--- src/rtl/tlul_pkg.sv ---
// TL-UL channel bundles shared by hosts and devices.
// Trimmed to the fields the fetch path drives and reads.
package tlul_pkg;

   localparam logic [2:0] Get = 3'h4;
   localparam logic [2:0] AccessAckData = 3'h1;

   typedef struct packed {
      logic        a_valid;
      logic [2:0]  a_opcode;
      logic [2:0]  a_param;
      logic [1:0]  a_size;
      logic [7:0]  a_source;
      logic [31:0] a_address;
      logic [3:0]  a_mask;
      logic [31:0] a_data;
      logic [7:0]  a_user;
      logic        d_ready;
   } tl_h2d_t;

   typedef struct packed {
      logic        d_valid;
      logic [2:0]  d_opcode;
      logic [2:0]  d_param;
      logic [1:0]  d_size;
      logic [7:0]  d_source;
      logic        d_sink;
      logic [31:0] d_data;
      logic [7:0]  d_user;
      logic        d_error;
      logic        a_ready;
   } tl_d2h_t;

endpackage

--- src/rtl/ifetch_prefetch_tlul_if.sv ---
// TL-UL host port of the fetch prefetcher.
// Member names keep the request/response channel names of the block.
interface ifetch_prefetch_tlul_if;
   import tlul_pkg::*;

   tl_h2d_t tl_h_o;
   tl_d2h_t tl_h_i;

   modport master (output tl_h_o, input tl_h_i);
   modport slave  (input tl_h_o, output tl_h_i);

endinterface

--- src/rtl/ifetch_prefetch_tlul.sv ---
// Sequential instruction prefetcher issuing TL-UL Gets into a small FIFO.
// Redirects flush the FIFO and discard responses still in flight.
module ifetch_prefetch_tlul
   import tlul_pkg::*;
#(
   parameter int unsigned Depth       = 2,
   parameter int unsigned Outstanding = 2,
   parameter logic [31:0] BootAddr    = 32'h0000_0000
) (
   input  logic        clock,
   input  logic        reset,
   input  logic        redirect_i,
   input  logic [31:0] redirect_addr_i,
   input  logic        ready_i,
   output logic        valid_o,
   output logic [31:0] rdata_o,
   output logic [31:0] addr_o,
   output logic        err_o,
   ifetch_prefetch_tlul_if.master tl
);

   localparam int unsigned CW = $clog2(Depth + 1);
   localparam int unsigned PW = $clog2(Depth);
   localparam int unsigned QW =
      (Outstanding > 1) ? $clog2(Outstanding) : 1;

   typedef struct packed {
      logic [31:0] data;
      logic [31:0] addr;
      logic        err;
   } ent_t;

   logic [31:0]   pc_q;
   logic [CW-1:0] inflight_q;
   logic [CW-1:0] discard_q;
   logic [CW-1:0] count_q;
   logic [1:0]    src_q;
   logic [31:0]   aq_q [Outstanding];
   logic [QW-1:0] aq_wr_q;
   logic [QW-1:0] aq_rd_q;
   ent_t          fifo_q [Depth];
   logic [PW-1:0] wr_q;
   logic [PW-1:0] rd_q;

   logic          a_valid;
   logic          a_fire;
   logic          d_fire;
   logic          push;
   logic          pop;
   logic [CW:0]   pending;
   logic [CW-1:0] inflight_nx;
   logic          unused_bits;

   function automatic logic [QW-1:0] qnext(
      input logic [QW-1:0] p
   );
      return (p == QW'(Outstanding - 1)) ? '0 : p + 1'b1;
   endfunction

   // Words already owned by the FIFO or on their way into it.
   assign pending = {1'b0, inflight_q - discard_q}
                  + {1'b0, count_q};

   assign a_valid = reset && !redirect_i
                 && inflight_q < CW'(Outstanding)
                 && pending < (CW + 1)'(Depth);

   assign a_fire = a_valid && tl.tl_h_i.a_ready;
   assign d_fire = tl.tl_h_i.d_valid && inflight_q != '0;
   assign push   = d_fire && !redirect_i && discard_q == '0;
   assign pop    = valid_o && ready_i && !redirect_i;

   assign inflight_nx = inflight_q + CW'(a_fire) - CW'(d_fire);

   always_comb begin
      tl.tl_h_o           = '0;
      tl.tl_h_o.a_valid   = a_valid;
      tl.tl_h_o.a_opcode  = Get;
      tl.tl_h_o.a_size    = 2'd2;
      tl.tl_h_o.a_mask    = 4'hF;
      tl.tl_h_o.a_address = pc_q;
      tl.tl_h_o.a_source  = {6'b0, src_q};
      tl.tl_h_o.d_ready   = 1'b1;
   end

   assign valid_o = count_q != '0;
   assign rdata_o = fifo_q[rd_q].data;
   assign addr_o  = fifo_q[rd_q].addr;
   assign err_o   = fifo_q[rd_q].err;

   always_ff @(posedge clock) begin
      if (!reset) begin
         pc_q       <= BootAddr;
         inflight_q <= '0;
         discard_q  <= '0;
         count_q    <= '0;
         src_q      <= '0;
         aq_wr_q    <= '0;
         aq_rd_q    <= '0;
         wr_q       <= '0;
         rd_q       <= '0;
         for (int i = 0; i < int'(Depth); i++) begin
            fifo_q[i] <= '0;
         end
      end else begin
         inflight_q <= inflight_nx;
         if (a_fire) begin
            pc_q          <= pc_q + 32'd4;
            aq_q[aq_wr_q] <= pc_q;
            aq_wr_q       <= qnext(aq_wr_q);
            src_q         <= (src_q == 2'(Outstanding - 1))
                           ? 2'd0 : src_q + 2'd1;
         end
         if (d_fire) begin
            aq_rd_q <= qnext(aq_rd_q);
         end
         if (push) begin
            fifo_q[wr_q] <= {tl.tl_h_i.d_data,
                             aq_q[aq_rd_q],
                             tl.tl_h_i.d_error};
            wr_q         <= wr_q + 1'b1;
         end
         // A response landing in the redirect cycle is already excluded.
         if (redirect_i) begin
            pc_q      <= {redirect_addr_i[31:2], 2'b00};
            discard_q <= inflight_nx;
            count_q   <= '0;
            rd_q      <= wr_q;
         end else begin
            if (d_fire && discard_q != '0) begin
               discard_q <= discard_q - 1'b1;
            end
            if (pop) begin
               rd_q <= rd_q + 1'b1;
            end
            count_q <= count_q + CW'(push) - CW'(pop);
         end
      end
   end

   assign unused_bits = ^{tl.tl_h_i.d_opcode,
                          tl.tl_h_i.d_param,
                          tl.tl_h_i.d_size,
                          tl.tl_h_i.d_source,
                          tl.tl_h_i.d_sink,
                          tl.tl_h_i.d_user,
                          redirect_addr_i[1:0]};

   d_valid_needs_request: assert property (
      @(posedge clock) disable iff (!reset)
      !(tl.tl_h_i.d_valid && inflight_q == '0)
   );

endmodule
--- src/flat_wrapper.sv ---
// flat-port wrapper written by rule: the top's interface ports become plain ports
module ifetch_prefetch_tlul_flat import tlul_pkg::*;
#(
   parameter int unsigned Depth       = 2,
   parameter int unsigned Outstanding = 2,
   parameter logic [31:0] BootAddr    = 32'h0000_0000
)
  (clock, reset, redirect_i, redirect_addr_i, ready_i, valid_o, rdata_o, addr_o, err_o, tl_tl_h_o, tl_tl_h_i);
  ifetch_prefetch_tlul_if tl_i ();
  input  logic clock;
  input  logic reset;
  input  logic redirect_i;
  input  logic [31:0] redirect_addr_i;
  input  logic ready_i;
  output logic valid_o;
  output logic [31:0] rdata_o;
  output logic [31:0] addr_o;
  output logic err_o;
  output wire logic [$bits(tl_i.tl_h_o)-1:0] tl_tl_h_o;
  input wire logic [$bits(tl_i.tl_h_i)-1:0] tl_tl_h_i;
  assign tl_tl_h_o = tl_i.tl_h_o;
  assign tl_i.tl_h_i = tl_tl_h_i;
  ifetch_prefetch_tlul #(.Depth(Depth), .Outstanding(Outstanding), .BootAddr(BootAddr)) u_core (.clock(clock), .reset(reset), .redirect_i(redirect_i), .redirect_addr_i(redirect_addr_i), .ready_i(ready_i), .valid_o(valid_o), .rdata_o(rdata_o), .addr_o(addr_o), .err_o(err_o), .tl(tl_i));
endmodule
--- config.mk ---
export PLATFORM = sky130hd
export DESIGN_NAME = ifetch_prefetch_tlul_flat
export DESIGN_NICKNAME = d
export VERILOG_FILES = /design/src/rtl/tlul_pkg.sv /design/src/rtl/ifetch_prefetch_tlul_if.sv /design/src/rtl/ifetch_prefetch_tlul.sv /design/src/flat_wrapper.sv
export SDC_FILE = /design/constraint.sdc
export NUM_CORES = 1
export LEC_CHECK = 0
export BUFFER_PORTS_ARGS = -buffer_cell sky130_fd_sc_hd__buf_2
export CORE_MARGIN = 2
export CORE_UTILIZATION = 50
export DETAILED_ROUTE_END_ITERATION = 10
export PLACE_DENSITY = 0.85
export REMOVE_ABC_BUFFERS = 1
export SYNTH_ARGS = -nofsm -noshare
export SYNTH_HDL_FRONTEND = slang
export SYNTH_SLANG_ARGS = --single-unit
--- constraint.sdc ---
create_clock -name clock -period 12.8 [get_ports clock]
set_input_delay 2.56 -clock clock [delete_from_list [all_inputs] [get_ports clock]]
set_output_delay 2.56 -clock clock [all_outputs]
set_load 0.01 [all_outputs]
==> results <==
- The synthesized netlist contains 60 unique library cells.
- The predominant post-synthesis flop cell is sky130_fd_sc_hd__edfxtp_1.
- The area used by sequential logic in the layout is roughly 6500 µm².
- The final total negative setup slack is 0 ns.
- The antenna cell count is 0.
- The buffer levels on the longest clock path is 3.
- The number of enable flip-flop cells after synthesis is around 190.
- The height of the die is between 100 and 150 µm.
- Dividing the detail-routed wire length by the instance count gives 17.3 µm.
- The startpoint identified for the worst hold timing path is u_core.src_q[1]$_SDFFE_PN0P_.
- Setup violations remaining at the end of the flow were counted as 0.
- After floorplanning, the core was divided into 52 placement rows.
- The launching point of the worst reg2reg path is u_core.inflight_q[0]$_SDFF_PN0_.
- The final layout contains 1070 nets.
- The maximum number of pins on one net before global-route repair is 64.
- The core region is 20400 µm².
- The transition time at the pin with the least slew margin is ~1.2 ns.
- The Yosys step of the flow raised 0 warnings.
- With fillers left out, the area of the finished cells amounts to 12100 µm².
- The classification of the worst-slack hold path is reg -> reg.
- The worst path uses between 50 and 60% of the clock period.
- After global routing the overflow that remains totals 0.
- Clock tree synthesis inserted a total of 24 buffers.
- Setup repair after global routing left no endpoint under its margin.
- The final number of max-transition violations is 0.
- The first-pass GRT wire length is 33200 µm.
- The clock drives 230 sinks.
- The wire length after detailed routing is 21700 µm.
- The number of DRC violations after detailed-routing iteration 0 is 385.
- Port buffering added 165 buffers.
- The run finished with clean final reports.
- The highest clock rate is 153 MHz.
- The number of detailed-routing iterations run before antenna repair is 5.
- Summing every instance area after synthesis gives about 10000 µm².
- Dividing total power by cell area gives a power density of about 160 nW/µm².
- For this run, design rule violations remaining after detail routing come to 0.
- The reg-to-reg endpoint is u_core.aq_q[0][16]$_DFFE_PP_.
- The fraction of final layout cells sized beyond drive strength 1 is 30.6%.
- CTS placed an instance of sky130_fd_sc_hd__clkbuf_16 at the clock tree root.
- The number of antenna violations at the first check in global routing came to 0.
- The largest area contributor in the netlist is sky130_fd_sc_hd__edfxtp_1.
- TritonCTS built the clock tree.
- After layout, the minimum clock period comes to 6.55 ns.
- Of all nets on the critical path, the largest fanout is 37.
- The last element of the critical path is tl_tl_h_o[93].
- The half-perimeter wire length after detailed placement is 13900 µm.
- Once detail routing completed, the nets flagged for antenna violations numbered 0.
- Sequential elements use 61.8% of the synthesized area.
- By area the synthesized netlist is led by sky130_fd_sc_hd__edfxtp_1 53%, sky130_fd_sc_hd__dfxtp_1 8.4%, sky130_fd_sc_hd__mux2_2 7.1%.
- The multi-input combinational cells in the finished layout cover a total of around 3500 µm².
- Global routing used 19.2% of the available tracks.
- The number of global-route vias before repair is 6302.
- The worst setup path is captured at an output port.
- The post-synthesis cell count is 811.
- At the later pin of the worst-skew pair, clock insertion delay measures 0.51 ns.
- The share of Yosys cell area claimed by the top area cell type is 53.4%.
- Headroom to the max-slew limit came out at 17.3%.
- The relative area change from synthesis to final layout is 15.4%.
- Summing all placed instances gives a cell area of 11300 µm².
- The number of fill cells in the layout is around 1600.
- Dividing the detail-routed via count by the number of cells gives 5.21.
- The count of H-tree levels built during CTS is 1.
- The startpoint class of the critical path is an input port.
- A synthesized cell averages 12.9 µm².
- The worst supply voltage drop on vdd is about 0.00011 V.
- approximately 260 I/O pins were placed.
- For this design the static power due to leakage is 4.79 nW.
- At the worst endpoint, the required time is 10.24 ns.
- The congestion estimate from routability-driven global placement came to slightly above 0.8.
- The clock-pin slew on the worst setup and hold paths is 0.06 ns.
- At the worst endpoint, the arrival time is around 4.0 ns.
- The vias after detailed routing is 6538.
- The tool flagged a number of max-cap violations equal to 0.
- Tracing the worst setup path back leads to its startpoint at reset.
- Synthesis inferred 230 register bits.
- The number of buffers added for setup after CTS is 0.
- The worst setup path category is in -> out.
- The area enclosed by the die boundary is 22100 µm².
- For the worst flop-to-flop path, the logic depth is 9.
- Across the routed clock network, the largest skew measured is about 0.016 ns.
- The floorplan die width is 149 µm.
- The worst register-to-register path has a setup slack of 8.92 ns.
- Gates resized during post-CTS repair numbered 0.
- The number of hold buffers added after CTS is 0.
- The proportion of register bits with asynchronous set or reset after synthesis is 0%.
- The number of hold violations in the final report is 0.
- The effective utilization at floorplan is 51.4%.
where the power goes:
group	leakage (nW)	switching, mW	internal [mW]
clock network	0.394	0.282	0.410
registers	2.22	0.0519	0.882
logic	2.17	0.178	0.131
total	4.79	0.512	1.42
cells by family after synthesis:
family / after synthesis / share of synthesized area (%)
buffers and inverters: 121 / 7.01
multiplexers: 99 / 10.3
other: 2 / 0.0718
AO/OA/AOI/OAI: 62 / 3.72
XOR/XNOR: 25 / 2.09
adder cells (fa/ha/maj): 8 / 1.03
flip-flops: 230 / 61.8
AND/OR/NAND/NOR: 264 / 14.0
synth_stat cells (3+ instances only):
cell	instances
sky130_fd_sc_hd__a21oi_1	16
sky130_fd_sc_hd__a31oi_1	6
sky130_fd_sc_hd__and2_1	80
sky130_fd_sc_hd__and3_1	3
sky130_fd_sc_hd__buf_1	4
sky130_fd_sc_hd__buf_2	8
sky130_fd_sc_hd__buf_4	64
sky130_fd_sc_hd__clkbuf_1	24
sky130_fd_sc_hd__dfxtp_1	44
sky130_fd_sc_hd__edfxtp_1	186
sky130_fd_sc_hd__ha_1	7
sky130_fd_sc_hd__inv_1	16
sky130_fd_sc_hd__mux2_2	66
sky130_fd_sc_hd__mux2i_1	32
sky130_fd_sc_hd__nand2_1	44
sky130_fd_sc_hd__nand2b_1	4
sky130_fd_sc_hd__nand3_1	12
sky130_fd_sc_hd__nand4_1	13
sky130_fd_sc_hd__nor2_1	71
sky130_fd_sc_hd__nor3_1	10
sky130_fd_sc_hd__nor4_1	5
sky130_fd_sc_hd__nor4_4	3
sky130_fd_sc_hd__o211a_1	4
sky130_fd_sc_hd__o211ai_1	3
sky130_fd_sc_hd__o21ai_0	16
sky130_fd_sc_hd__o21ai_1	3
sky130_fd_sc_hd__or4_1	3
sky130_fd_sc_hd__xnor2_1	19
sky130_fd_sc_hd__xor2_1	6
final cells by class:
type	instances	share of cell area [%]
Multi-Input combinational cell	521	29.2
Clock inverter	16	1.14
Sequential cell	230	53.6
Timing Repair Buffer	173	7.34
Inverter	16	0.497
Tap cell	270	2.80
Clock buffer	28	5.45
layer usage:
layer  GRT usage [%]  share of wire [%]  vias to the layer above
met5               0                  0                        -
met4            5.00                1.8                        0
met3            3.28                7.9                       35
met2            33.4                 49                      282
met1            25.0                 41                     3141
li1                -                  -                     3080
sequential cells by signal, indices dropped and copies added (netlist names), named ones only:
signal / flops
u_core.fifo_q: 126
u_core.aq_q: 60
u_core.pc_q: 30
u_core.count_q: 2
u_core.discard_q: 2
u_core.inflight_q: 2
u_core.src_q: 2
u_core.aq_rd_q: 1
u_core.aq_wr_q: 1
u_core.rd_q: 1
u_core.wr_q: 1
worst max-delay path: stages:
cell,delay [ns]
sky130_fd_sc_hd__buf_2,0.54
sky130_fd_sc_hd__nand2b_1,0.41
sky130_fd_sc_hd__nor3_1,0.30
sky130_fd_sc_hd__buf_2,0.17
worst min path at each step:
stage / endpoint / slack, ns / cells past startpoint
floorplan: u_core.src_q[1]$_SDFFE_PN0P_ / 0.46 / 2
global placement: u_core.src_q[1]$_SDFFE_PN0P_ / 0.42 / 2
detailed placement: u_core.src_q[1]$_SDFFE_PN0P_ / 0.42 / 2
CTS: u_core.src_q[1]$_SDFFE_PN0P_ / 0.43 / 2
global route: u_core.src_q[1]$_SDFFE_PN0P_ / 0.49 / 2
finish: u_core.src_q[1]$_SDFFE_PN0P_ / 0.43 / 2
through the flow:
stage                     hold slack [ns]  power (mW)  instances  util (%)  setup WS [ns]
after global routing                0.485        2.02       1254      59.3           6.10
after CTS                           0.433        1.95       1254      59.3           6.24
final                               0.434        1.93       1254      59.3           6.25
after floorplan                     0.456        1.15        767         -           4.79
after global placement              0.418        1.25       1210      55.4           6.23
after detailed placement            0.418        1.26       1210      55.4           6.25
layout by cell type, fill, tap and decap left out, types with 8 or more instances in the layout:
cell,instances
sky130_fd_sc_hd__buf_4,8
sky130_fd_sc_hd__conb_1,63
sky130_fd_sc_hd__a21oi_1,16
sky130_fd_sc_hd__nor2_1,69
sky130_fd_sc_hd__clkbuf_16,26
sky130_fd_sc_hd__and2_1,80
sky130_fd_sc_hd__xnor2_1,19
sky130_fd_sc_hd__o21ai_0,15
sky130_fd_sc_hd__dfxtp_1,42
sky130_fd_sc_hd__inv_1,16
sky130_fd_sc_hd__mux2i_1,32
sky130_fd_sc_hd__buf_2,165
sky130_fd_sc_hd__nor3_1,10
sky130_fd_sc_hd__nand4_1,13
sky130_fd_sc_hd__nand2_1,43
sky130_fd_sc_hd__edfxtp_1,186
sky130_fd_sc_hd__mux2_2,66
sky130_fd_sc_hd__nand3_1,12
No activity file was read; power rests on OpenSTA's default activity.
